File: config.mk
export PLATFORM = sky130hd
export DESIGN_NAME = pwm_ramp_sequencer
export DESIGN_NICKNAME = d
export VERILOG_FILES = /design/src/rtl/pwm_pkg.sv /design/src/rtl/pwm_period_timer.sv /design/src/rtl/pwm_ramp_sequencer.sv
export SDC_FILE = /design/constraint.sdc
export NUM_CORES = 1
export LEC_CHECK = 0
export ABC_AREA = 1
export CORE_UTILIZATION = 47
export CTS_CLUSTER_DIAMETER = 80
export DETAILED_ROUTE_END_ITERATION = 12
export DONT_BUFFER_PORTS = 1
export MAX_ROUTING_LAYER = met4
export SLEW_MARGIN = 20
export SYNTH_ARGS = -nofsm -noshare
export SYNTH_HDL_FRONTEND = slang
export SYNTH_SLANG_ARGS = --single-unit
File: constraint.sdc
create_clock -name clock -period 5.8 [get_ports clock]
set_clock_uncertainty 0.2 [all_clocks]
set_input_delay 0.58 -clock clock [delete_from_list [all_inputs] [get_ports clock]]
set_output_delay 0.58 -clock clock [all_outputs]
set_load 0.01 [all_outputs]
File: src/rtl/pwm_pkg.sv
// pwm_pkg: shared definitions for the PWM controller family.
//   PWM_N        default PWM counter / duty / phase width
//   PWM_H        default width of the periods-per-step hold field
//   ramp_state_e ramp sequencer state encoding
package pwm_pkg;

    localparam int unsigned PWM_N = 8;
    localparam int unsigned PWM_H = 8;

    typedef enum logic {
        IDLE = 1'b0,
        RAMP = 1'b1
    } ramp_state_e;

endpackage

File: src/rtl/pwm_period_timer.sv
// pwm_period_timer: free-running N-bit period counter kept in lock-step with
// the PWM counter (both leave reset together).
//   clock          system clock shared with the PWM
//   reset          synchronous, active-high
//   boundary_c     high while the counter sits at its last value (2^N-1)
//   period_sync_c  high while the counter is 0
module pwm_period_timer
    import pwm_pkg::*;
#(
    parameter int unsigned N = PWM_N
) (
    input  logic clock,
    input  logic reset,
    output logic boundary_c,
    output logic period_sync_c
);

    logic [N-1:0] cnt;

    // Natural wrap from 2^N-1 to 0.
    always_ff @(posedge clock) begin
        if (reset) begin
            cnt <= '0;
        end else begin
            cnt <= cnt + N'(1);
        end
    end

    assign boundary_c    = (cnt == {N{1'b1}});
    assign period_sync_c = (cnt == '0);

endmodule

File: src/rtl/pwm_ramp_sequencer.sv
// pwm_ramp_sequencer: steps a PWM channel's duty toward a commanded target,
// presenting new high_start/high_end only on period boundaries so the PWM
// latches a consistent pair during its cnt==0 cycle.
//   clock, reset              system clock; synchronous active-high reset
//   cmd_valid / cmd_ready     command handshake (ready only in IDLE)
//   cmd_target/step/hold/phase  ramp command fields (step/hold of 0 act as 1)
//   abort                     stop an active ramp, freezing the current duty
//   high_start / high_end     PWM dataHighStart / dataHighEnd
//   period_sync               pulse while the period counter is 0
//   busy                      ramp in progress
//   done                      one-cycle pulse when duty reaches target
module pwm_ramp_sequencer
    import pwm_pkg::*;
#(
    parameter int unsigned N = PWM_N,
    parameter int unsigned H = PWM_H
) (
    input  logic         clock,
    input  logic         reset,
    input  logic         cmd_valid,
    output logic         cmd_ready,
    input  logic [N-1:0] cmd_target,
    input  logic [N-1:0] cmd_step,
    input  logic [H-1:0] cmd_hold,
    input  logic [N-1:0] cmd_phase,
    input  logic         abort,
    output logic [N-1:0] high_start,
    output logic [N-1:0] high_end,
    output logic         period_sync,
    output logic         busy,
    output logic         done
);

    ramp_state_e  state;
    logic [N-1:0] duty;
    logic [N-1:0] target;
    logic [N-1:0] step;
    logic [N-1:0] phase;
    logic [H-1:0] hold_m1;
    logic [H-1:0] hold_cnt;

    logic         boundary_c;
    logic [N:0]   up_sum_c;
    logic [N-1:0] down_gap_c;
    logic [N-1:0] next_duty_c;

    pwm_period_timer #(.N(N)) u_timer (
        .clock         (clock),
        .reset         (reset),
        .boundary_c    (boundary_c),
        .period_sync_c (period_sync)
    );

    // Next duty: one step toward target, clamped so it never overshoots.
    always_comb begin
        up_sum_c    = {1'b0, duty} + {1'b0, step};
        down_gap_c  = duty - target;
        next_duty_c = duty;
        if (target > duty) begin
            next_duty_c = (up_sum_c > {1'b0, target}) ? target : up_sum_c[N-1:0];
        end else if (target < duty) begin
            next_duty_c = (step >= down_gap_c) ? target : duty - step;
        end
    end

    // Ramp FSM with registered outputs.
    always_ff @(posedge clock) begin
        if (reset) begin
            state      <= IDLE;
            duty       <= '0;
            target     <= '0;
            step       <= '0;
            phase      <= '0;
            hold_m1    <= '0;
            hold_cnt   <= '0;
            high_start <= '0;
            high_end   <= '0;
            cmd_ready  <= 1'b0;
            busy       <= 1'b0;
            done       <= 1'b0;
        end else begin
            done <= 1'b0;
            case (state)
                IDLE: begin
                    cmd_ready <= 1'b1;
                    busy      <= 1'b0;
                    if (cmd_valid && cmd_ready) begin
                        target    <= cmd_target;
                        step      <= (cmd_step == '0) ? N'(1) : cmd_step;
                        hold_m1   <= (cmd_hold == '0) ? '0 : cmd_hold - H'(1);
                        phase     <= cmd_phase;
                        // First update lands on the very next boundary;
                        // the hold spacing applies between updates.
                        hold_cnt  <= '0;
                        state     <= RAMP;
                        cmd_ready <= 1'b0;
                        busy      <= 1'b1;
                    end
                end
                RAMP: begin
                    if (abort) begin
                        state     <= IDLE;
                        cmd_ready <= 1'b1;
                        busy      <= 1'b0;
                    end else if (boundary_c) begin
                        if (hold_cnt != '0) begin
                            hold_cnt <= hold_cnt - H'(1);
                        end else begin
                            duty       <= next_duty_c;
                            hold_cnt   <= hold_m1;
                            high_start <= phase;
                            high_end   <= phase + next_duty_c;
                            if (next_duty_c == target) begin
                                done      <= 1'b1;
                                state     <= IDLE;
                                cmd_ready <= 1'b1;
                                busy      <= 1'b0;
                            end
                        end
                    end
                end
                default: state <= IDLE;
            endcase
        end
    end

endmodule

# After elaboration in Yosys (flattened, before gate mapping)
# Cells that the tools add are included.
classes:
  div_mod_pow: 0
  n_addsub: 7
  n_reduce_logical: 10
  n_eq_ne: 8
  multipliers: 0
  n_shift: 0
  mux: 29
  order_cmp: 4
  bitwise_logic: 4
ops:
  columns: ["op", "count"]
  rows:
  - ["two-way mux 8 bit", 10]
  - ["zero test 8 bit", 3]
  - ["case mux 8 bit (2 select lines)", 1]
  - ["subtractor 8 x 1 -> 8 bit, second input constant", 2]
  - ["subtractor 8 bit", 2]
  - ["two-way mux 1 bit", 15]
  - ["adder 8 x 8 -> 9 bit", 1]
  - ["greater-than comparator 9 x 8 -> 1 bit", 1]
  - ["adder 8 x 1 -> 8 bit, second input constant", 1]
  - ["adder 8 bit", 1]
  - ["== test 8 bit", 1]
  - ["== test 8 bit, second input constant", 1]
  - ["greater-or-equal comparator 8 bit", 1]
  - ["greater-than comparator 8 bit", 1]
  - ["< comparator 8 bit", 1]
  - ["nonzero test 8 bit", 1]
  - ["!= test 3 x 2 -> 1 bit, second input constant", 2]
  - ["case mux 1 bit (2 select lines)", 3]
  - ["AND reduction 3 bit", 2]
  - ["OR reduction 5 bit", 1]
  - ["!= test 2 bit, second input constant", 2]
  - ["NOT 1 bit", 4]
  - ["AND reduction 4 bit", 1]
  - ["!= test 3 bit, second input constant", 1]
  - ["other kinds (3)", 3]
totals:
  latchBits: 0
  regBits: 76
  elab_cells: 75
  n_memories: 0
  romBits: 0
  mem_bits_rw: 0

# Depth between registers and ports, before layout
logic_depth:
  ltp_word: 11
  mapped_depth: 35
  mapped_depth_nobuf: 34

# Cells and area by module
# From an unflattened synthesis, not the netlist that was laid out.
hier_totals:
  cells_unflattened: 781
  hier_area_um2: 5320.1
by_module_without_submodules:
  columns: ["mod", "area_per_inst_um2", "seq_area_each_um2", "cells_per_inst", "n_inst"]
  rows:
  - ["pwm_ramp_sequencer", 4943.5, 1361.3, 725, 1]
  - ["pwm_period_timer", 376.6, 160.2, 56, 1]

# Worst setup path after synthesis
# OpenSTA, ideal clock, no wires.
synth_timing:
  path_type: "register to register"
  start: "reg duty[1]"
  end: "reg high_end[7]"
  setup_slack_ps: 1440
  stages_incl_launch_ff: 29
  required_time_ps: 5474
  t_arrival_ps: 4034
  cell_sequence: "dfxtp_1 > ha_1 > nand3_1 > nand2_1 > a21oi_1 > o21ai_0 > nand2_1 > nand2_1 > a21oi_1 > xor2_1 > ha_1 > nand2_1 > inv_1 > nor3_2 > nand3_2 > o21ai_0 > a21o_1 > nand2_2 > ha_1 > a21oi_1 > nand2_1 > a21oi_1 > nor2_1 > nor2_1 > o21bai_1 > a21oi_1 > xor2_1 > xor2_1 > a21oi_1"
synth_between:
  elab_chain_len: 6
  elab_cells_between_ends: 12
synth_rtl:
  columns: ["element", "line", "source"]
  rows:
  - ["start, declared", "pwm_ramp_sequencer.sv:35", "logic [N-1:0] duty;"]
  - ["start signal, assigned", "pwm_ramp_sequencer.sv:109", "duty <= next_duty_c;"]
  - ["subtractor 8 bit", "pwm_ramp_sequencer.sv:57", "down_gap_c = duty - target;"]
  - ["greater-or-equal comparator 8 bit", "pwm_ramp_sequencer.sv:62", "next_duty_c = (step >= down_gap_c) ? target : duty - step;"]
  - ["two-way mux 8 bit", "pwm_ramp_sequencer.sv:62", null]
  - ["two-way mux 8 bit", "pwm_ramp_sequencer.sv:61", "end else if (target < duty) begin"]
  - ["two-way mux 8 bit *", "pwm_ramp_sequencer.sv:59", "if (target > duty) begin"]
  - ["net next_duty_c[2]", "pwm_ramp_sequencer.sv:45", "logic [N-1:0] next_duty_c;"]
  - ["adder 8 bit *", "pwm_ramp_sequencer.sv:112", "high_end <= phase + next_duty_c;"]
  - ["end signal, assigned", "pwm_ramp_sequencer.sv:112", null]
  - ["end, declared", "pwm_ramp_sequencer.sv:28", "output logic [N-1:0] high_end,"]
# Mark *: on every way through the listed nets, which the timed path passes. The rest lies on a longest branch.
# A chain may end at the register's enable or synchronous reset.

# Worst setup path after layout
layout_timing:
  start: "reg target[2]"
  end: "reg high_end[7]"
layout_between:
  elab_chain_len: 6
  elab_cells_between_ends: 10
layout_rtl:
  columns: ["element", "line", "source"]
  rows:
  - ["start, declared", "pwm_ramp_sequencer.sv:36", "logic [N-1:0] target;"]
  - ["start signal, assigned", "pwm_ramp_sequencer.sv:88", "target <= cmd_target;"]
  - ["subtractor 8 bit", "pwm_ramp_sequencer.sv:57", null]
  - ["greater-or-equal comparator 8 bit", "pwm_ramp_sequencer.sv:62", null]
  - ["two-way mux 8 bit", "pwm_ramp_sequencer.sv:62", null]
  - ["two-way mux 8 bit", "pwm_ramp_sequencer.sv:61", null]
  - ["two-way mux 8 bit *", "pwm_ramp_sequencer.sv:59", null]
  - ["net next_duty_c[2]", "pwm_ramp_sequencer.sv:45", null]
  - ["adder 8 bit *", "pwm_ramp_sequencer.sv:112", null]
# Marks and branches as above.

==> flow_summary.toml <==
[global_routing]
antenna_found_initial = 1
grt_pass1_vias = 4528
grt_max_degree = 61
gr-usage-all-layers_pct = 24.6
grt_overflow = 0
grt_pass1_wl_um = 21500

[logic_synthesis]
syn_inst = 758
ys_seq_area_share_pct = 28.7
syn_area_per_cell_um2 = 7.00
ys_warn_count = 0
async_flop_share_pct = 0
ys.flop_type = "dfxtp_1"
synth_edf_count = 0
ys_ff_latch = 76
synth_fp_nets = 850
ys_types = 43
synth_area_um2 = 5310

[pwr]
cellPowerDensity_nw_per_um2 = 288
pwr-share-comb_pct = 30.6
p_int_w = 0.00106
leakagePower_nw = 2.65
switching_share_pct = 35.2
seqPwrFrac_pct = 34.2
clockPowerShare_pct = 35.2
power_switching_w = 0.000577
peakVddDrop_v = 0.000191
finalPower_w = 0.00164

[routing]
routed.top_layer = "met4"
drc = 0
via_count = 4802
drt_iter0_markers = 255
wl_met2_um = 6070
routed-wl-met3_um = 624
viasPerCell = 5.37
ant_nets = 0
drt_pre_antenna_iters = 6
avgRoutedWirePerCell_um = 14.6
wl_um = 13100
wl_met1_um = 6120

[setup_path]
worstReg2RegEnd = "high_end[7]"
critPathArrivalTime_ns = 5.17
reg2regPathDepth = 29
cp-end-kind = "register"
crit_path_max_fanout = 15
cp.required_ns = 5.83
crit_path_max_incr_delay_ns = 0.36
rr_startpoint = "target[2]"
critPathKind = "register to register"
startpoint_type = "register"
cpMostUsedCell = "a21oi_1"
slowest_stage = "ha_1"
r2r_setup_slack_ns = 0.66

[place]
port_buffers = 0
hpwl_um = 9920
gp_congestion = 0.879
dp_cells = 878

[cts]
clk_pin_slew_worst_paths_ns = 0.06
cts-root-buf = "clkbuf_16"
clk_latency_ns = 0.35
cts_setup_buffers = 0
clockBufferDepth = 2
cts.sinks = 76
h-tree-depth = 3
cts_tree = "done"
ctsResizeCount = 0
cts_hold_buf = 0
numCtsBuffers = 9

[timing]
drv_slew = 0
hold_violations = 0
finalCritPeriodShare_pct = 88.5
setup_viol = 0
slew_headroom_pct = 60.9
fmax_mhz = 195
rsz0062_at_grt = "no"
tightest_slew_ns = 0.586
setup_tns_ns = 0
period_needed_ns = 5.14

[die]
pin_count = 56
die_h_um = 108
die_area_um2 = 11700
die_x_um = 108
rows = 38
initial_core_util_pct = 48.5
core-area_um2 = 10900

[hold_path]
hold_path_startpoint = "reset"
holdPathEnd = "u_timer.cnt[0]"
holdPathStages = 1
worst_hold_path_type = "primary input to register"

[cells_and_area]
final_core_util_pct = 52.2
finalNonFillerCells = 895
area_growth_pct = 7.57
fill_cells = 1110
nNetsFinal = 841
drive_gt1_share_pct = 8.75

[status]
status = "finished, final reports clean"

[run]
maxCapViolations = 0
routing by layer:
metal	track usage, %	up-vias
li1	-	2494
met1	29.4	2178
met2	39.9	104
met3	6.69	26
met4	8.20	0
met5	-	-
power by group through the flow:
stage	Clock, W	Combinational (W)	Sequential (W)
5_1_grt	0.000612	0.000573	0.000564
3_5_place_dp	0	0.000499	0.000572
2_1_floorplan	0	0.000404	0.000566
6_report	0.000578	0.000502	0.000561
3_3_place_gp	0	0.000489	0.000572
4_1_cts	0.000594	0.000503	0.000561
per-stage QoR:
step                setup WS (ns)  instance area, um^2  hold WS (ns)
CTS                         0.707                 5710        0.0802
finish                      0.665                 5710        0.0928
global placement            0.964                 5410         0.245
floorplan                    1.44                 5310         0.230
global route                0.106                 5710        0.0840
detailed placement          0.730                 5410         0.254
cell usage in the layout (no fill, tap or decap), drive strengths merged:
cell,instances
o21ai,73
o21bai,1
clkbuf,13
nand3b,1
and2,1
a211oi,3
nand3,56
xor2,18
nor4,2
a21boi,1
dfxtp,76
nand4,9
or2,1
clkinv,2
clkinvlp,1
buf,4
fa,4
inv,105
ha,52
xnor2,7
o221ai,1
diode,1
bufinv,1
nor2,55
nor3,8
o2111ai,1
a21oi,103
o31ai,1
nand2,145
o211ai,4
a21o,3
a31oi,2
cell usage after synthesis (4+ instances only):
cell type,number,area share [%]
buf_2,5,0.47
nand3_2,12,2.3
nor3_1,4,0.38
a21oi_1,100,9.4
o21ai_0,67,6.3
ha_1,52,12
xor2_1,18,3.0
inv_2,11,0.78
nand4_1,8,0.94
clkbuf_1,16,1.1
xnor2_1,7,1.2
fa_1,4,1.5
inv_1,94,6.6
nor2_1,50,3.5
nand2_2,11,1.3
dfxtp_1,76,29
nand2_1,134,9.5
nand3_1,44,4.1
o211ai_1,4,0.57
o21ai_1,6,0.57
how the worst max path moves through the flow:
stage / startpoint / endpoint / slack [ns] / cells after the start
floorplan: duty[1] / high_end[7] / 1.44 / 28
global placement: duty[1] / high_end[7] / 0.96 / 28
detailed placement: target[1] / high_end[7] / 0.73 / 29
CTS: duty[1] / high_end[7] / 0.71 / 28
global route: target[1] / high_end[7] / 0.11 / 29
finish: target[2] / high_end[7] / 0.66 / 29
worst max-delay path: cells and delay by family (launching register included):
kind	cells	cell delay [ns]
adders and majority gates	3	0.93
buffers and inverters	2	0.15
and+or+nand+nor	10	1.23
xor gates and xnor gates	3	0.52
AOI/OAI and AO/OA	11	1.65
DFF	1	0.33
kinds of logic (layout without fill, tap and decap cells):
| logic type | count (synthesis) | after routing | synth area share [%] |
|---|---|---|---|
| simple gates | 278 | 278 | 24.5 |
| compound gates | 193 | 193 | 19.4 |
| fa+ha+maj | 56 | 56 | 13.8 |
| buf+inv | 130 | 126 | 9.53 |
| flops | 76 | 76 | 28.7 |
| other cells | 0 | 1 | 0 |
| xor+xnor | 25 | 25 | 4.13 |
cell type report:
class,instances,area [um^2],area share (%)
tap,140,175,3.07
sequential,76,1520,26.7
clock inverter,3,46.3,0.811
inverter,106,398,6.97
antenna,1,2.50,0.0438
timing repair buffer,4,30.0,0.526
clock buffer,13,250,4.38
multi-input combinational,552,3280,57.5
flip-flops by register name (all words and copies together), names as in the netlist:
| name | count |
|---|---|
| hold_m1 | 8 |
| high_start | 8 |
| state | 1 |
| phase | 8 |
| u_timer.cnt | 8 |
| high_end | 8 |
| busy | 1 |
| done | 1 |
| cmd_ready | 1 |
| step | 8 |
| target | 8 |
| hold_cnt | 8 |
| duty | 8 |
No activity file was read; power rests on OpenSTA's default activity.
